File: config.mk
export PLATFORM = sky130hd
export DESIGN_NAME = fetch_unit
export DESIGN_NICKNAME = d
export VERILOG_FILES = /design/src/rtl/fetch_unit.sv
export SDC_FILE = /design/constraint.sdc
export NUM_CORES = 1
export LEC_CHECK = 0
export BUFFER_PORTS_ARGS = -buffer_cell sky130_fd_sc_hd__buf_2
export CAP_MARGIN = 25
export CELL_PAD_IN_SITES_DETAIL_PLACEMENT = 0
export CELL_PAD_IN_SITES_GLOBAL_PLACEMENT = 2
export CORE_UTILIZATION = 27
export DETAILED_ROUTE_END_ITERATION = 10
export PLACE_DENSITY_LB_ADDON = 0.2
export SKIP_CTS_REPAIR_TIMING = 1
export SYNTH_ARGS = -nofsm -noshare
export SYNTH_HDL_FRONTEND = slang
export SYNTH_SLANG_ARGS = --single-unit
File: constraint.sdc
create_clock -name clock -period 3.6 [get_ports clock]
set_input_delay 0.36 -clock clock [delete_from_list [all_inputs] [get_ports clock]]
set_output_delay 0.36 -clock clock [all_outputs]
set_load 0.005 [all_outputs]
File: src/rtl/fetch_unit.sv
// Fetch stage: owns the PC, issues imem reads and hands instructions to the F/D latch.
// Latency: 1 cycle from address_imem to q_imem_f; a redirect costs exactly one bubble.
// Backpressure: stall re-reads the returning word and holds the F/D latch; redirect overrides stall.
module fetch_unit #(
    parameter int IADDR_W = 12,
    parameter int INSN_W  = 32,
    parameter int CNT_W   = 32
) (
    input  logic               clock,
    input  logic               clr,
    input  logic               stall,
    input  logic               redirect,
    input  logic [IADDR_W-1:0] redirect_addr,
    input  logic [INSN_W-1:0]  q_imem,
    output logic [IADDR_W-1:0] address_imem,
    output logic [INSN_W-1:0]  q_imem_f,
    output logic [IADDR_W-1:0] next_iaddr_f,
    output logic               fd_ena,
    output logic               fd_clr,
    output logic [CNT_W-1:0]   insn_count
);

    // pc: next address to issue; pc_d: address whose data is on q_imem now
    logic [IADDR_W-1:0] pc;
    logic [IADDR_W-1:0] pc_d;
    logic               valid_d;
    logic               hand_off;

    // Redirect issues its target in the same cycle; a stall re-reads the word
    // already returning so the held F/D contents stay consistent with q_imem.
    always_comb begin
        address_imem = pc;
        if (redirect) begin
            address_imem = redirect_addr;
        end else if (stall) begin
            address_imem = pc_d;
        end
    end

    // Control outputs depend only on registered state and the hazard inputs,
    // never on q_imem, so the memory data path stays off the control path.
    assign fd_ena       = ~stall | redirect;
    assign fd_clr       = redirect;
    assign q_imem_f     = (valid_d & ~redirect) ? q_imem : '0;
    assign next_iaddr_f = pc_d + IADDR_W'(1);
    assign hand_off     = fd_ena & valid_d & ~redirect;

    // PC / in-flight tracking and the handed-to-decode counter; clr wins over all.
    always_ff @(posedge clock) begin
        if (clr) begin
            pc         <= '0;
            pc_d       <= '0;
            valid_d    <= 1'b0;
            insn_count <= '0;
        end else begin
            if (redirect) begin
                pc_d    <= redirect_addr;
                pc      <= redirect_addr + IADDR_W'(1);
                valid_d <= 1'b1;
            end else if (!stall) begin
                pc_d    <= pc;
                pc      <= pc + IADDR_W'(1);
                valid_d <= 1'b1;
            end
            if (hand_off) begin
                insn_count <= insn_count + CNT_W'(1);
            end
        end
    end

endmodule
# [Word-level counts from Yosys, hierarchy flattened]
# Index checks and enable logic that the tools add are counted.
[totals] ff_bits=57 in_bits=48 wordCells=22
[op_classes] mux=7 bitwise_logic=6 addsub=4 n_eq_ne=1
[op_table] op="$mux 12" count=4
[op_table] op="$add 12x1->12 const B" count=3
[op_table] op="$add 32x1->32 const B" count=1
[op_table] op="$mux 32" count=1
[op_table] op="$and 1x1->1" count=3
[op_table] op="$mux 1" count=2
[op_table] op="$ne 2x1->1 const B" count=1
[op_table] op="$not 1->1" count=2
[op_table] op="$or 1x1->1" count=1

# [Logic depth before layout (Yosys ltp)]
# Gate-level depths: netlist (run 1).
[logic_depth] ltp_word=4 mapped_depth=12 mapped_depth_nobuf=8

# [Least setup slack after synthesis (run 1)]
# OpenSTA, ideal clock, no wires.
[synth_path] kind="input -> register" start="input port redirect" end="register pc[8]" arrival_time_ps=2560 n_path_buf=4 path_slack_ps=913 required_ps=3473 stages=12 cell_sequence="buf_6 buf_2 clkbuf_1 clkbuf_1 nand2_1 o21ai_0 ha_1 inv_1 a21oi_1 a311oi_1 a41o_1 or3_1"
[synth_via] elab_chain_len=1 word_cells_on_any_way=2 classes_between="1 x eq/ne; 1 x mux"
[synth_rtl] item="start, declared" line_no="12" source="input logic redirect,"
[synth_rtl] item="$ne 2x1->1 (no source line) or $mux 12 (tied branches)"
[synth_rtl] item="end signal, assigned" line_no="58" source="pc <= redirect_addr + IADDR_W'(1);"
[synth_rtl] item="end signal, assigned" line_no="62" source="pc <= pc + IADDR_W'(1);"
[synth_rtl] item="end, declared" line_no="24" source="logic [IADDR_W-1:0] pc;"
# Parallel ways exist; a longest one is shown, timed or not.
# A chain may end at the register's enable or synchronous reset.

# [Worst setup path in the final report (run 1)]
[layout_path] start="register pc[0]" end="register pc[8]"
[layout_via] elab_chain_len=3
[layout_rtl] item="$add 12x1->12" line_no="62"
[layout_rtl] item="$mux 12" line_no="60" source="end else if (!stall) begin"
[layout_rtl] item="$mux 12" line_no="56" source="if (redirect) begin"
# Every way passes these cells. The select of a mux whose other input is x is not followed.

==> impl_results.html, run 1 <==
<table>
<tr><th>Metric</th><th>Value</th></tr>
<tr><th colspan="2">Min path</th></tr>
<tr><td>Worst Hold Path Cells</td><td>3</td></tr>
<tr><td>Start point of the worst hold path</td><td>redirect_addr[4]</td></tr>
<tr><td>Worst min-delay path class</td><td>in2reg</td></tr>
<tr><td>End point of the worst hold path</td><td>pc[4]$_SDFFE_PP0N_</td></tr>
<tr><th colspan="2">Worst setup path</th></tr>
<tr><td>Critical Path RT</td><td>3.80 ns</td></tr>
<tr><td>Type of destination of the critical path</td><td>flop</td></tr>
<tr><td>WS Path Type</td><td>reg2reg</td></tr>
<tr><td>Reg-to-reg critical path endpoint</td><td>pc[8]$_SDFFE_PP0N_</td></tr>
<tr><td>Setup crit start kind</td><td>flop</td></tr>
<tr><td>Beginning of the worst register-to-register path</td><td>pc[0]$_SDFFE_PP0N_</td></tr>
<tr><td>Arrival time of the worst setup path</td><td>2.48 ns</td></tr>
<tr><td>R2R cell count</td><td>8</td></tr>
<tr><td>Critical path peak fanout</td><td>6</td></tr>
<tr><td>Internal reg-to-reg setup slack</td><td>1.32 ns</td></tr>
<tr><th colspan="2">Route</th></tr>
<tr><td>Average routed wire per standard cell</td><td>13.5 um</td></tr>
<tr><td>ANT nets after route</td><td>0</td></tr>
<tr><td>Via-per-instance ratio</td><td>4.66</td></tr>
<tr><td>WL final</td><td>9740 um</td></tr>
<tr><td>DRC violations left</td><td>0</td></tr>
<tr><td>Number of DRC violations after detailed-routing iteration 0</td><td>124</td></tr>
<tr><td>Number of iterations in the first detailed-routing pass</td><td>5</td></tr>
<tr><td>Vias after detailed routing</td><td>3348</td></tr>
<tr><th colspan="2">STA</th></tr>
<tr><td>Final Critical Period</td><td>2.28 ns</td></tr>
<tr><td>Worst max-slew margin expressed relative to the limit</td><td>47.7%</td></tr>
<tr><td>Final critical-path setup slack</td><td>1.32 ns</td></tr>
<tr><td>Max Transition Viols Final</td><td>0</td></tr>
<tr><td>Final hold violation count</td><td>0</td></tr>
<tr><td>Pin slew with the least headroom to its limit</td><td>0.782 ns</td></tr>
<tr><td>Final count of negative-setup-slack endpoints</td><td>0</td></tr>
<tr><td>Final worst clock skew</td><td>0.00501 ns</td></tr>
<tr><td>Setup repair after global routing missed its margin</td><td>no</td></tr>
<tr><td>Upper clock frequency limit</td><td>439 MHz</td></tr>
<tr><td>Post-route setup TNS</td><td>0 ns</td></tr>
<tr><td>Part of the cycle the worst path needs</td><td>63.3%</td></tr>
<tr><th colspan="2">Power</th></tr>
<tr><td>Switching portion of total power</td><td>25.2%</td></tr>
<tr><td>Power density relative to cell area</td><td>378 nW/um^2</td></tr>
<tr><td>Share of power burned in the clock network</td><td>48.7%</td></tr>
<tr><td>Static power due to leakage</td><td>2.02 nW</td></tr>
<tr><td>Peak ir drop on the vdd network</td><td>0.156 mV</td></tr>
<tr><td>Reg power frac</td><td>39.9%</td></tr>
<tr><td>Internal power</td><td>1.27 mW</td></tr>
<tr><td>Switching power of the nets</td><td>0.429 mW</td></tr>
<tr><td>Part of the power in combinational logic</td><td>11.4%</td></tr>
<tr><th colspan="2">GRT</th></tr>
<tr><td>First-pass GRT wire length</td><td>15500 um</td></tr>
<tr><td>Maximum number of pins on one net before global-route repair</td><td>47</td></tr>
<tr><td>GRT Util Overall</td><td>15.2%</td></tr>
<tr><td>GR Overflow Total</td><td>0</td></tr>
<tr><td>Antenna violations before repair</td><td>0</td></tr>
<tr><td>Via count of the first global-routing pass</td><td>3044</td></tr>
<tr><th colspan="2">CTS</th></tr>
<tr><td>Clock network latency to the later pin of the worst-skew pair</td><td>0.33 ns</td></tr>
<tr><td>Clock tree root driver cell</td><td>sky130_fd_sc_hd__clkbuf_16</td></tr>
<tr><td>Number of clock sinks</td><td>57</td></tr>
<tr><td>CTS H-tree lvls</td><td>3</td></tr>
<tr><td>Maximum number of buffers from clock root to sink</td><td>2</td></tr>
<tr><td>Cts bufs inserted</td><td>9</td></tr>
<tr><td>Clock transition at the register clock pins on the worst setup and hold paths after CTS</td><td>0.05 ns</td></tr>
<tr><td>Clock tree from TritonCTS</td><td>built</td></tr>
<tr><th colspan="2">Synth</th></tr>
<tr><td>Fraction of the yosys area taken by sequential cells</td><td>33.7%</td></tr>
<tr><td>Share of the synthesized area in the top cell type</td><td>33.7%</td></tr>
<tr><td>Predominant post-synthesis flop cell</td><td>sky130_fd_sc_hd__dfxtp_1</td></tr>
<tr><td>Synth Net Count</td><td>469</td></tr>
<tr><td>Number of warnings reported in the yosys synthesis log</td><td>0</td></tr>
<tr><td>Top post-synthesis cells by area</td><td>sky130_fd_sc_hd__dfxtp_1, sky130_fd_sc_hd__xnor2_1, sky130_fd_sc_hd__and2_1</td></tr>
<tr><td>Number of synthesized register bits</td><td>57</td></tr>
<tr><td>Dominant cell type by area after synthesis</td><td>sky130_fd_sc_hd__dfxtp_1</td></tr>
<tr><td>Synth cell types</td><td>41</td></tr>
<tr><td>Post-synthesis instance total</td><td>418</td></tr>
<tr><td>EDFF count, synth</td><td>0</td></tr>
<tr><td>Synth async-reset ratio</td><td>0%</td></tr>
<tr><td>Summed instance area of the synthesized netlist</td><td>3380 sq um</td></tr>
<tr><td>Average instance area after synthesis</td><td>8.09 sq um</td></tr>
<tr><th colspan="2">Place</th></tr>
<tr><td>GPL Wtd Cong</td><td>0.756</td></tr>
<tr><td>Post-Place Worst Slack</td><td>1.13 ns</td></tr>
<tr><td>Total placed instance area</td><td>4210 sq um</td></tr>
<tr><td>IO buf count</td><td>137</td></tr>
<tr><td>HPWL after DPL</td><td>7210 um</td></tr>
<tr><th colspan="2">Run status</th></tr>
<tr><td>Result of the run</td><td>finished clean</td></tr>
<tr><th colspan="2">Final layout</th></tr>
<tr><td>Layout area overhead</td><td>33.0%</td></tr>
<tr><td>Post-layout instance area</td><td>4500 sq um</td></tr>
<tr><td>Final cell utilization of the core</td><td>37.1%</td></tr>
<tr><td>Net count reported at finish</td><td>598</td></tr>
<tr><td>Layout cell share with drive strength beyond 1</td><td>29.8%</td></tr>
<tr><td>Antenna diodes</td><td>0</td></tr>
<tr><th colspan="2">Die</th></tr>
<tr><td>Core outline area</td><td>12100 sq um</td></tr>
<tr><td>Area of the die</td><td>13000 sq um</td></tr>
<tr><td>IO Count</td><td>138</td></tr>
<tr><td>Vertical die dimension</td><td>114 um</td></tr>
<tr><td>Die X-Extent</td><td>114 um</td></tr>
<tr><td>Row count</td><td>40</td></tr>
<tr><td>Starting Density</td><td>27.9%</td></tr>
<tr><th colspan="2">Job</th></tr>
<tr><td>Count of max-cap constraint violations</td><td>0</td></tr>
</table>
[cell usage after synthesis, types with 4 or more instances]
cell	number
sky130_fd_sc_hd__mux2i_1	13
sky130_fd_sc_hd__nor3_1	7
sky130_fd_sc_hd__nand4_1	12
sky130_fd_sc_hd__clkbuf_1	20
sky130_fd_sc_hd__xnor2_1	39
sky130_fd_sc_hd__nand3_1	17
sky130_fd_sc_hd__xor2_1	13
sky130_fd_sc_hd__nand3b_1	4
sky130_fd_sc_hd__o21ai_0	18
sky130_fd_sc_hd__a211oi_1	6
sky130_fd_sc_hd__and2_1	50
sky130_fd_sc_hd__or3_1	5
sky130_fd_sc_hd__a21oi_1	9
sky130_fd_sc_hd__dfxtp_1	57
sky130_fd_sc_hd__and4_1	9
sky130_fd_sc_hd__nand2_1	30
sky130_fd_sc_hd__inv_1	17
sky130_fd_sc_hd__nor2_1	40
sky130_fd_sc_hd__nor4_1	15
[per-layer routing]
metal	GRT usage (%)	share of wire [%]	vias up
met4	7.01	1.6	0
li1	-	-	1701
met3	2.34	4.5	11
met2	25.0	45	106
met5	0	0	-
met1	19.6	49	1530
[cell type report]
cell class	instances	area [sq um]
fillers	1270	7610
well taps	168	210
clock buffers	9	225
repair buffers	143	731
clock inverters	6	60.1
flip-flops and latches	57	1140
inverters	17	63.8
multi-input cells	319	2070
[cells in the final DEF (no fill, tap or decap), types with 3 or more instances in the layout]
master                      instances
sky130_fd_sc_hd__o21ai_0           18
sky130_fd_sc_hd__nand4_1           12
sky130_fd_sc_hd__nor2b_1            3
sky130_fd_sc_hd__or3_1              5
sky130_fd_sc_hd__and3_1             3
sky130_fd_sc_hd__xor2_1            13
sky130_fd_sc_hd__a22oi_1            3
sky130_fd_sc_hd__a21oi_1            9
sky130_fd_sc_hd__inv_1             17
sky130_fd_sc_hd__buf_4              6
sky130_fd_sc_hd__nor2_1            40
sky130_fd_sc_hd__nand2_1           30
sky130_fd_sc_hd__clkinv_2           3
sky130_fd_sc_hd__nand3b_1           4
sky130_fd_sc_hd__nand3_1           17
sky130_fd_sc_hd__and4_1             9
sky130_fd_sc_hd__nor3_1             7
sky130_fd_sc_hd__and2_1            50
sky130_fd_sc_hd__a211oi_1           6
sky130_fd_sc_hd__ha_1               3
sky130_fd_sc_hd__clkbuf_16          9
sky130_fd_sc_hd__buf_2            137
sky130_fd_sc_hd__dfxtp_1           57
sky130_fd_sc_hd__xnor2_1           39
sky130_fd_sc_hd__mux2i_1           13
sky130_fd_sc_hd__nor4_1            15
[cell families (layout without fill, tap and decap cells)]
family                     Yosys count  after routing  synth area share (%)
AOI/OAI and AO/OA                   49             49                  9.29
xor gates and xnor gates            52             52                  13.5
adders and majority gates            3              3                  1.11
buffers and inverters               42            175                  5.11
DFF                                 57             57                  33.7
muxes                               14             14                  4.18
and+or+nand+nor                    201            201                  33.1
[registers in the layout, indices dropped and copies added (netlist names)]
signal and count:
valid_d 1, insn_count 32, pc_d 12, pc 12
[worst max-delay path, stage by stage (launching register included)]
cell	delay, ns
sky130_fd_sc_hd__dfxtp_1	0.39
sky130_fd_sc_hd__inv_1	0.07
sky130_fd_sc_hd__o21ai_0	0.23
sky130_fd_sc_hd__ha_1	0.24
sky130_fd_sc_hd__inv_1	0.12
sky130_fd_sc_hd__a21oi_1	0.38
sky130_fd_sc_hd__a311oi_1	0.16
sky130_fd_sc_hd__a41o_1	0.22
sky130_fd_sc_hd__or3_1	0.36
[how the worst max path moves through the flow]
stage	start	endpoint	slack [ns]	cells after the start
6_report	pc[0]$_SDFFE_PP0N_	pc[8]$_SDFFE_PP0N_	1.32	8
2_1_floorplan	redirect	pc[8]$_SDFFE_PP0N_	0.91	12
3_5_place_dp	redirect	pc[8]$_SDFFE_PP0N_	1.13	9
3_3_place_gp	redirect	pc[8]$_SDFFE_PP0N_	1.22	9
4_1_cts	pc[0]$_SDFFE_PP0N_	pc[8]$_SDFFE_PP0N_	1.34	8
5_1_grt	pc[0]$_SDFFE_PP0N_	pc[8]$_SDFFE_PP0N_	1.14	8
[through the flow]
| stage | power [mW] | hold slack [ns] | cells |
|---|---|---|---|
| after floorplan | 0.797 | 0.447 | 418 |
| after global placement | 0.889 | 0.478 | 704 |
| after detailed placement | 0.889 | 0.490 | 704 |
| after CTS | 1.73 | 0.381 | 719 |
| after global routing | 1.79 | 0.435 | 719 |
| final | 1.70 | 0.396 | 719 |
[power groups by stage]
stage / Clock [mW] / Combinational (mW) / Sequential (mW)
after floorplan: 0 / 0.113 / 0.684
after global placement: 0 / 0.196 / 0.693
after detailed placement: 0 / 0.196 / 0.693
after CTS: 0.852 / 0.197 / 0.679
after global routing: 0.889 / 0.219 / 0.683
final: 0.828 / 0.194 / 0.679
Note: power is estimated with default switching activity, not from simulation.
==> inputs of run 2 (changes only) <==
Settings changed: CORE_UTILIZATION 27 to 24.
Clock period 3.6 ns to 1.9 ns, I/O delays scaled along.
==> impl_results.html, run 2 (synthesis results as in run 1) <==
<table>
<tr><th>Metric</th><th>Value</th></tr>
<tr><th colspan="2">Power</th></tr>
<tr><td>Switching portion of total power</td><td>25.4% (was 25.2%)</td></tr>
<tr><td>Switching power of the nets</td><td>0.855 mW (was 0.429 mW)</td></tr>
<tr><td>Part of the power in combinational logic</td><td>13.2% (was 11.4%)</td></tr>
<tr><td>Share of power burned in the clock network</td><td>48.9% (was 48.7%)</td></tr>
<tr><td>Reg power frac</td><td>37.8% (was 39.9%)</td></tr>
<tr><td>Static power due to leakage</td><td>2.20 nW (was 2.02 nW)</td></tr>
<tr><td>Peak ir drop on the vdd network</td><td>0.409 mV (was 0.156 mV)</td></tr>
<tr><td>Final total power</td><td>3.36 mW (was 1.70 mW)</td></tr>
<tr><td>Internal power</td><td>2.51 mW (was 1.27 mW)</td></tr>
<tr><td>Power density relative to cell area</td><td>694 nW/um^2 (was 378 nW/um^2)</td></tr>
<tr><th colspan="2">Route</th></tr>
<tr><td>Vias after detailed routing</td><td>3504 (was 3348)</td></tr>
<tr><td>WL final</td><td>10400 um (was 9740 um)</td></tr>
<tr><td>Number of iterations in the first detailed-routing pass</td><td>4 (was 5)</td></tr>
<tr><td>Number of DRC violations after detailed-routing iteration 0</td><td>140 (was 124)</td></tr>
<tr><td>Average routed wire per standard cell</td><td>13.6 um (was 13.5 um)</td></tr>
<tr><td>Via-per-instance ratio</td><td>4.59 (was 4.66)</td></tr>
<tr><td>ANT nets after route</td><td>0 (unchanged)</td></tr>
<tr><td>DRC violations left</td><td>0 (unchanged)</td></tr>
<tr><th colspan="2">CTS</th></tr>
<tr><td>Cts bufs inserted</td><td>9 (unchanged)</td></tr>
<tr><td>Clock tree root driver cell</td><td>sky130_fd_sc_hd__clkbuf_16 (unchanged)</td></tr>
<tr><td>CTS H-tree lvls</td><td>3 (unchanged)</td></tr>
<tr><td>Clock tree from TritonCTS</td><td>built (unchanged)</td></tr>
<tr><td>Clock transition at the register clock pins on the worst setup and hold paths after CTS</td><td>0.06 ns (was 0.05 ns)</td></tr>
<tr><td>Maximum number of buffers from clock root to sink</td><td>2 (unchanged)</td></tr>
<tr><td>Number of clock sinks</td><td>57 (unchanged)</td></tr>
<tr><td>Clock network latency to the later pin of the worst-skew pair</td><td>0.33 ns (about the same)</td></tr>
<tr><th colspan="2">Final layout</th></tr>
<tr><td>Post-layout instance area</td><td>4840 sq um (was 4500 sq um)</td></tr>
<tr><td>Commonest cells after routing, fill and taps aside</td><td>sky130_fd_sc_hd__buf_2, sky130_fd_sc_hd__dfxtp_1, sky130_fd_sc_hd__and2_1 (unchanged)</td></tr>
<tr><td>Net count reported at finish</td><td>630 (was 598)</td></tr>
<tr><td>Top Registers</td><td>insn_count: 32 flops, pc: 12 flops, pc_d: 12 flops (unchanged)</td></tr>
<tr><td>Layout cell share with drive strength beyond 1</td><td>36.0% (was 29.8%)</td></tr>
<tr><td>Antenna diodes</td><td>0 (unchanged)</td></tr>
<tr><td>Register with the most flip-flops</td><td>insn_count (unchanged)</td></tr>
<tr><td>Layout area overhead</td><td>43.2% (was 33.0%)</td></tr>
<tr><td>Commonest non-fill, non-tap cell in the layout</td><td>sky130_fd_sc_hd__buf_2 (unchanged)</td></tr>
<tr><td>Number of flip-flops under the largest register name</td><td>32 (unchanged)</td></tr>
<tr><th colspan="2">Die</th></tr>
<tr><td>Row count</td><td>43 (was 40)</td></tr>
<tr><td>Starting Density</td><td>24.5% (was 27.9%)</td></tr>
<tr><td>Die X-Extent</td><td>121 um (was 114 um)</td></tr>
<tr><td>Vertical die dimension</td><td>121 um (was 114 um)</td></tr>
<tr><td>IO Count</td><td>138 (unchanged)</td></tr>
<tr><td>Area of the die</td><td>14600 sq um (was 13000 sq um)</td></tr>
<tr><td>Core outline area</td><td>13800 sq um (was 12100 sq um)</td></tr>
<tr><th colspan="2">Place</th></tr>
<tr><td>HPWL after DPL</td><td>7930 um (was 7210 um)</td></tr>
<tr><td>Post-Place Worst Slack</td><td>-0.0825 ns (was 1.13 ns)</td></tr>
<tr><td>Total placed instance area</td><td>4500 sq um (was 4210 sq um)</td></tr>
<tr><td>IO buf count</td><td>137 (unchanged)</td></tr>
<tr><td>GPL Wtd Cong</td><td>0.825 (was 0.756)</td></tr>
<tr><th colspan="2">Worst setup path</th></tr>
<tr><td>Setup crit start kind</td><td>flop (unchanged)</td></tr>
<tr><td>Type of destination of the critical path</td><td>primary output (was flop)</td></tr>
<tr><td>Critical path peak fanout</td><td>3 (was 6)</td></tr>
<tr><td>WS Path Type</td><td>reg2out (was reg2reg)</td></tr>
<tr><td>Critical Path RT</td><td>1.71 ns (was 3.80 ns)</td></tr>
<tr><td>Arrival time of the worst setup path</td><td>1.67 ns (was 2.48 ns)</td></tr>
<tr><th colspan="2">STA</th></tr>
<tr><td>Final hold violation count</td><td>0 (unchanged)</td></tr>
<tr><td>Worst hold slack across all endpoints</td><td>0.233 ns (was 0.396 ns)</td></tr>
<tr><td>Final Critical Period</td><td>1.86 ns</td></tr>
<tr><td>Pin slew with the least headroom to its limit</td><td>0.374 ns (was 0.782 ns)</td></tr>
<tr><td>Setup repair after global routing missed its margin</td><td>yes (was no)</td></tr>
<tr><td>Upper clock frequency limit</td><td>537 MHz</td></tr>
<tr><td>Final count of negative-setup-slack endpoints</td><td>0 (unchanged)</td></tr>
<tr><td>Final worst clock skew</td><td>0.00649 ns (was 0.00501 ns)</td></tr>
<tr><td>Worst max-slew margin expressed relative to the limit</td><td>75.1% (was 47.7%)</td></tr>
<tr><td>Part of the cycle the worst path needs</td><td>98.0%</td></tr>
<tr><td>Max Transition Viols Final</td><td>0 (unchanged)</td></tr>
<tr><td>Final critical-path setup slack</td><td>0.0378 ns (was 1.32 ns)</td></tr>
<tr><th colspan="2">GRT</th></tr>
<tr><td>GR Overflow Total</td><td>0 (unchanged)</td></tr>
<tr><td>GRT Util Overall</td><td>14.7% (was 15.2%)</td></tr>
<tr><td>Maximum number of pins on one net before global-route repair</td><td>34 (was 47)</td></tr>
<tr><td>Via count of the first global-routing pass</td><td>3353 (was 3044)</td></tr>
<tr><td>First-pass GRT wire length</td><td>16600 um (was 15500 um)</td></tr>
<tr><td>Antenna violations before repair</td><td>0 (unchanged)</td></tr>
<tr><th colspan="2">Min path</th></tr>
<tr><td>Worst min-delay path class</td><td>in2reg (unchanged)</td></tr>
<tr><th colspan="2">Job</th></tr>
<tr><td>Count of max-cap constraint violations</td><td>0 (unchanged)</td></tr>
<tr><th colspan="2">Run status</th></tr>
<tr><td>Result of the run</td><td>finished clean (unchanged)</td></tr>
</table>
run 2: changes by cell type in the layout (fill, tap and decap cells not counted), sizes merged:
cell      before  now
buf          143  175
clkinv         3    1
clkbuf         9   10
clkinvlp       2    3
inv           17   18
run 2: path summary, 6_finish.rpt:
| path | from | end | slack (ns) | cells after the start |
|---|---|---|---|---|
| worst min register to register | valid_d$_SDFFE_PP0N_ | valid_d$_SDFFE_PP0N_ | 0.51 | 2 |
| worst min-delay path | redirect_addr[5] | pc[5]$_SDFFE_PP0N_ | 0.23 | 3 |
| worst max-delay path | pc_d[5]$_SDFF_PP0_ | next_iaddr_f[11] | 0.04 | 6 |
| worst max register to register | pc[0]$_SDFFE_PP0N_ | pc[8]$_SDFFE_PP0N_ | 0.12 | 8 |
run 2: layout make-up:
cell class | count | area [sq um]
Multi-Input combinational cell | 319 | 2110
Inverter | 17 | 63.8
Clock inverter | 6 | 66.3
Clock buffer | 10 | 239
Timing Repair Buffer | 175 | 996
Tap cell | 180 | 225
Sequential cell | 57 | 1150
Fill cell | 1462 | 8980
run 2: metrics by stage:
step	cells	util (%)	setup TNS, ns
final	764	35.0	0
after global routing	764	35.0	-0.0769
after CTS	762	34.7	-0.162
after detailed placement	746	32.5	-0.139
after global placement	746	32.5	-0.00191
after floorplan	418	-	-0.109
run 2: metal layers:
layer  share of wire [%]  GRT usage (%)
met3                 4.6           3.25
met4                0.92           4.48
met2                  49           25.7
met1                  45           17.7
met5                   0              0
run 2: worst max-delay path, cell delays in order, from the launching register on:
cell,delay (ns)
sky130_fd_sc_hd__dfxtp_2,0.34
sky130_fd_sc_hd__and4_4,0.23
sky130_fd_sc_hd__and3_4,0.20
sky130_fd_sc_hd__and3_4,0.18
sky130_fd_sc_hd__nand4_1,0.11
sky130_fd_sc_hd__xnor2_1,0.16
sky130_fd_sc_hd__buf_2,0.12
run 2: power groups by stage:
stage / logic (mW) / registers [mW] / clock network (mW)
2_1_floorplan: 0.228 / 1.30 / 0
3_3_place_gp: 0.449 / 1.30 / 0
3_5_place_dp: 0.447 / 1.30 / 0
4_1_cts: 0.449 / 1.27 / 1.71
5_1_grt: 0.496 / 1.28 / 1.75
6_report: 0.445 / 1.27 / 1.65
==> inputs of run 3 (changes only) <==
Settings changed: ABC_AREA from default to 1, CORE_UTILIZATION 24 to 22.
==> impl_results.html, run 3 <==
<table>
<tr><th>Metric</th><th>Value</th></tr>
<tr><th colspan="2">Run status</th></tr>
<tr><td>Result of the run</td><td>finished clean (unchanged)</td></tr>
<tr><th colspan="2">Die</th></tr>
<tr><td>Row count</td><td>45 (was 43)</td></tr>
<tr><td>IO Count</td><td>138 (unchanged)</td></tr>
<tr><td>Starting Density</td><td>22.7% (was 24.5%)</td></tr>
<tr><td>Core outline area</td><td>15400 sq um (was 13800 sq um)</td></tr>
<tr><td>Area of the die</td><td>16400 sq um (was 14600 sq um)</td></tr>
<tr><td>Vertical die dimension</td><td>128 um (was 121 um)</td></tr>
<tr><td>Die X-Extent</td><td>128 um (was 121 um)</td></tr>
<tr><th colspan="2">Synth</th></tr>
<tr><td>Post-synth top cells</td><td>sky130_fd_sc_hd__nand2_1, sky130_fd_sc_hd__inv_1, sky130_fd_sc_hd__nor2_1 (was sky130_fd_sc_hd__dfxtp_1, sky130_fd_sc_hd__and2_1, sky130_fd_sc_hd__nor2_1)</td></tr>
<tr><td>Synth async-reset ratio</td><td>0% (unchanged)</td></tr>
<tr><td>Most instantiated library cell after synthesis</td><td>sky130_fd_sc_hd__nand2_1 (was sky130_fd_sc_hd__dfxtp_1)</td></tr>
<tr><td>Summed instance area of the synthesized netlist</td><td>3490 sq um (was 3380 sq um)</td></tr>
<tr><td>Average instance area after synthesis</td><td>6.25 sq um (was 8.09 sq um)</td></tr>
<tr><td>Predominant post-synthesis flop cell</td><td>sky130_fd_sc_hd__dfxtp_1 (unchanged)</td></tr>
<tr><td>Synth cell types</td><td>39 (was 41)</td></tr>
<tr><td>Post-synthesis instance total</td><td>559 (was 418)</td></tr>
<tr><td>Number of warnings reported in the yosys synthesis log</td><td>0 (unchanged)</td></tr>
<tr><td>Dominant cell type by area after synthesis</td><td>sky130_fd_sc_hd__dfxtp_1 (unchanged)</td></tr>
<tr><td>EDFF count, synth</td><td>0 (unchanged)</td></tr>
<tr><td>Fraction of the yosys area taken by sequential cells</td><td>32.7% (was 33.7%)</td></tr>
<tr><td>Top post-synthesis cells by area</td><td>sky130_fd_sc_hd__dfxtp_1, sky130_fd_sc_hd__nand2_1, sky130_fd_sc_hd__inv_1 (was sky130_fd_sc_hd__dfxtp_1, sky130_fd_sc_hd__xnor2_1, sky130_fd_sc_hd__and2_1)</td></tr>
<tr><td>Number of synthesized register bits</td><td>57 (unchanged)</td></tr>
<tr><td>Synth Net Count</td><td>610 (was 469)</td></tr>
<tr><td>Share of the synthesized area in the top cell type</td><td>32.7% (was 33.7%)</td></tr>
<tr><th colspan="2">STA</th></tr>
<tr><td>Final worst clock skew</td><td>0.00479 ns (was 0.00649 ns)</td></tr>
<tr><td>Final Critical Period</td><td>1.88 ns (was 1.86 ns)</td></tr>
<tr><td>Final count of negative-setup-slack endpoints</td><td>0 (unchanged)</td></tr>
<tr><td>Upper clock frequency limit</td><td>532 MHz (was 537 MHz)</td></tr>
<tr><td>Worst max-slew margin expressed relative to the limit</td><td>71.8% (was 75.1%)</td></tr>
<tr><td>Setup repair after global routing missed its margin</td><td>yes (unchanged)</td></tr>
<tr><td>Pin slew with the least headroom to its limit</td><td>0.423 ns (was 0.374 ns)</td></tr>
<tr><td>Final hold violation count</td><td>0 (unchanged)</td></tr>
<tr><td>Part of the cycle the worst path needs</td><td>99.0% (was 98.0%)</td></tr>
<tr><td>Max Transition Viols Final</td><td>0 (unchanged)</td></tr>
<tr><th colspan="2">CTS</th></tr>
<tr><td>Cts bufs inserted</td><td>9 (unchanged)</td></tr>
<tr><td>Number of clock sinks</td><td>57 (unchanged)</td></tr>
<tr><td>Clock transition at the register clock pins on the worst setup and hold paths after CTS</td><td>0.05 ns (was 0.06 ns)</td></tr>
<tr><td>Clock tree root driver cell</td><td>sky130_fd_sc_hd__clkbuf_16 (unchanged)</td></tr>
<tr><td>Maximum number of buffers from clock root to sink</td><td>2 (unchanged)</td></tr>
<tr><td>Clock network latency to the later pin of the worst-skew pair</td><td>0.34 ns (was 0.33 ns)</td></tr>
<tr><td>CTS H-tree lvls</td><td>3 (unchanged)</td></tr>
<tr><td>Clock tree from TritonCTS</td><td>built (unchanged)</td></tr>
<tr><th colspan="2">Route</th></tr>
<tr><td>WL final</td><td>11100 um (was 10400 um)</td></tr>
<tr><td>Average routed wire per standard cell</td><td>12.0 um (was 13.6 um)</td></tr>
<tr><td>Via-per-instance ratio</td><td>4.22 (was 4.59)</td></tr>
<tr><td>Number of DRC violations after detailed-routing iteration 0</td><td>112 (was 140)</td></tr>
<tr><td>ANT nets after route</td><td>0 (unchanged)</td></tr>
<tr><td>DRC violations left</td><td>0 (unchanged)</td></tr>
<tr><td>Vias after detailed routing</td><td>3903 (was 3504)</td></tr>
<tr><td>Number of iterations in the first detailed-routing pass</td><td>7 (was 4)</td></tr>
<tr><th colspan="2">Worst setup path</th></tr>
<tr><td>Slowest library cell on the worst path</td><td>sky130_fd_sc_hd__dfxtp_4 (was sky130_fd_sc_hd__dfxtp_2)</td></tr>
<tr><td>Setup crit start kind</td><td>flop (unchanged)</td></tr>
<tr><td>Max incr delay on CP</td><td>0.36 ns (was 0.34 ns)</td></tr>
<tr><td>Internal reg-to-reg setup slack</td><td>0.30 ns (was 0.12 ns)</td></tr>
<tr><td>Critical Path RT</td><td>1.71 ns (about the same)</td></tr>
<tr><td>CP Buf/Inv Count</td><td>1 (unchanged)</td></tr>
<tr><td>CP top delay family</td><td>simple AND/OR/NAND/NOR gates (unchanged)</td></tr>
<tr><td>Type of destination of the critical path</td><td>primary output (unchanged)</td></tr>
<tr><td>R2R cell count</td><td>11 (was 8)</td></tr>
<tr><td>WS Path Type</td><td>reg2out (unchanged)</td></tr>
<tr><td>Arrival time of the worst setup path</td><td>1.69 ns (was 1.67 ns)</td></tr>
<tr><td>Cell count along the critical path</td><td>8 (was 6)</td></tr>
<tr><td>Beginning of the worst register-to-register path</td><td>insn_count[1]$_SDFFE_PP0P_ (was pc[0]$_SDFFE_PP0N_)</td></tr>
<tr><td>Reg-to-reg critical path endpoint</td><td>insn_count[26]$_SDFFE_PP0P_ (was pc[8]$_SDFFE_PP0N_)</td></tr>
<tr><td>Cells traversed along the worst timing path</td><td>ha_4 -&gt; nand3_4 -&gt; nor2_4 -&gt; nand2_2 -&gt; nor3_4 -&gt; nand3_2 -&gt; xor2_1 -&gt; buf_2 (was and4_4 -&gt; and3_4 -&gt; and3_4 -&gt; nand4_1 -&gt; xnor2_1 -&gt; buf_2)</td></tr>
<tr><td>Critical path peak fanout</td><td>3 (unchanged)</td></tr>
<tr><th colspan="2">GRT</th></tr>
<tr><td>Antenna violations before repair</td><td>0 (unchanged)</td></tr>
<tr><td>First-pass GRT wire length</td><td>17400 um (was 16600 um)</td></tr>
<tr><td>Maximum number of pins on one net before global-route repair</td><td>33 (was 34)</td></tr>
<tr><td>GRT Util Overall</td><td>13.6% (was 14.7%)</td></tr>
<tr><td>GR Overflow Total</td><td>0 (unchanged)</td></tr>
<tr><td>Via count of the first global-routing pass</td><td>3565 (was 3353)</td></tr>
<tr><th colspan="2">Final layout</th></tr>
<tr><td>Commonest cells after routing, fill and taps aside</td><td>sky130_fd_sc_hd__buf_2, sky130_fd_sc_hd__nand2_1, sky130_fd_sc_hd__inv_1 (was sky130_fd_sc_hd__buf_2, sky130_fd_sc_hd__dfxtp_1, sky130_fd_sc_hd__and2_1)</td></tr>
<tr><td>Commonest non-fill, non-tap cell in the layout</td><td>sky130_fd_sc_hd__buf_2 (unchanged)</td></tr>
<tr><td>Register with the most flip-flops</td><td>insn_count (unchanged)</td></tr>
<tr><td>Layout cell share with drive strength beyond 1</td><td>28.3% (was 36.0%)</td></tr>
<tr><td>Final cell utilization of the core</td><td>31.8% (was 35.0%)</td></tr>
<tr><td>Number of flip-flops under the largest register name</td><td>32 (unchanged)</td></tr>
<tr><td>Top Registers</td><td>insn_count: 32 flops, pc: 12 flops, pc_d: 12 flops (unchanged)</td></tr>
<tr><td>Net count reported at finish</td><td>759 (was 630)</td></tr>
<tr><td>Antenna diodes</td><td>0 (unchanged)</td></tr>
<tr><td>Layout area overhead</td><td>39.8% (was 43.2%)</td></tr>
<tr><td>Post-layout instance count excluding filler cells</td><td>924 (was 764)</td></tr>
<tr><th colspan="2">Place</th></tr>
<tr><td>GPL Wtd Cong</td><td>0.755 (was 0.825)</td></tr>
<tr><td>IO buf count</td><td>137 (unchanged)</td></tr>
<tr><td>Number of placed instances with taps included</td><td>906 (was 746)</td></tr>
<tr><td>HPWL after DPL</td><td>8590 um (was 7930 um)</td></tr>
<tr><th colspan="2">Min path</th></tr>
<tr><td>End point of the worst hold path</td><td>pc_d[1]$_SDFF_PP0_ (was pc[5]$_SDFFE_PP0N_)</td></tr>
<tr><td>Worst Hold Path Cells</td><td>3 (unchanged)</td></tr>
<tr><td>Worst min-delay path class</td><td>in2reg (unchanged)</td></tr>
<tr><td>Start point of the worst hold path</td><td>redirect_addr[1] (was redirect_addr[5])</td></tr>
<tr><th colspan="2">Power</th></tr>
<tr><td>Peak ir drop on the vdd network</td><td>0.339 mV (was 0.409 mV)</td></tr>
<tr><td>Static power due to leakage</td><td>2.59 nW (was 2.20 nW)</td></tr>
<tr><td>Power density relative to cell area</td><td>698 nW/um^2 (was 694 nW/um^2)</td></tr>
<tr><th colspan="2">Job</th></tr>
<tr><td>Count of max-cap constraint violations</td><td>0 (unchanged)</td></tr>
</table>
[run 3: cell count changes after synthesis, moves of 8 or more]
cell | previous run | this run
sky130_fd_sc_hd__and4_1 | 9 | 0
sky130_fd_sc_hd__nor2_1 | 40 | 81
sky130_fd_sc_hd__nand2_1 | 30 | 136
sky130_fd_sc_hd__nor4_1 | 15 | 0
sky130_fd_sc_hd__a21oi_1 | 9 | 41
sky130_fd_sc_hd__and2_1 | 50 | 2
sky130_fd_sc_hd__nand3_1 | 17 | 25
sky130_fd_sc_hd__o21ai_0 | 18 | 30
sky130_fd_sc_hd__mux2i_1 | 13 | 0
sky130_fd_sc_hd__clkbuf_1 | 20 | 11
sky130_fd_sc_hd__inv_1 | 17 | 97
sky130_fd_sc_hd__xnor2_1 | 39 | 2
[run 3: worst min-delay path: stages]
cell and delay [ns]:
sky130_fd_sc_hd__buf_2 0.11, sky130_fd_sc_hd__nand2_2 0.08, sky130_fd_sc_hd__a21oi_1 0.06
[run 3: cell families after synthesis]
group | share of synthesized area [%]
AND/OR/NAND/NOR | 36.5
buffers and inverters | 13.4
AO/OA/AOI/OAI | 13.1
flip-flops | 32.7
XOR/XNOR | 3.26
adder cells (fa/ha/maj) | 1.07
[run 3: routing by layer]
metal | wire length [um] | vias up | track usage (%)
met5 | 0 | - | 0
met4 | 187 | 0 | 6.23
met3 | 695 | 13 | 2.88
met2 | 5100 | 128 | 23.1
met1 | 5130 | 1726 | 16.5
li1 | - | 2036 | -
[run 3: how the worst max path moves through the flow]
| stage | startpoint | end | slack, ns |
|---|---|---|---|
| after floorplan | pc_d[0]$_SDFF_PP0_ | next_iaddr_f[10] | 0.45 |
| after detailed placement | redirect | insn_count[25]$_SDFFE_PP0P_ | 0.14 |
| final | pc_d[1]$_SDFF_PP0_ | next_iaddr_f[10] | 0.02 |
| after CTS | pc_d[0]$_SDFF_PP0_ | next_iaddr_f[10] | -0.19 |
| after global routing | pc_d[1]$_SDFF_PP0_ | next_iaddr_f[10] | -0.08 |
| after global placement | redirect | insn_count[25]$_SDFFE_PP0P_ | 0.17 |
[run 3: per-stage QoR]
step	setup slack [ns]	setup TNS, ns	hold slack (ns)	instance area (sq um)	total power [mW]
2_1_floorplan	0.449	0	0.356	3490	1.53
3_3_place_gp	0.167	0	0.459	4490	1.73
3_5_place_dp	0.143	0	0.459	4490	1.73
4_1_cts	-0.185	-0.623	0.145	4800	3.45
5_1_grt	-0.0806	-0.210	0.167	4880	3.56
6_report	0.0193	0	0.155	4880	3.41
[run 3: final cells by class]
cell class	instances	area, sq um
Clock buffer	14	274
Clock inverter	2	35.0
Fill cell	1723	10500
Inverter	99	377
Multi-Input combinational cell	387	1950
Sequential cell	57	1150
Tap cell	211	264
Timing Repair Buffer	154	838
[run 3: power breakdown]
group	switching, mW	internal (mW)
Combinational	0.253	0.187
Sequential	0.0341	1.24
Clock	0.576	1.12
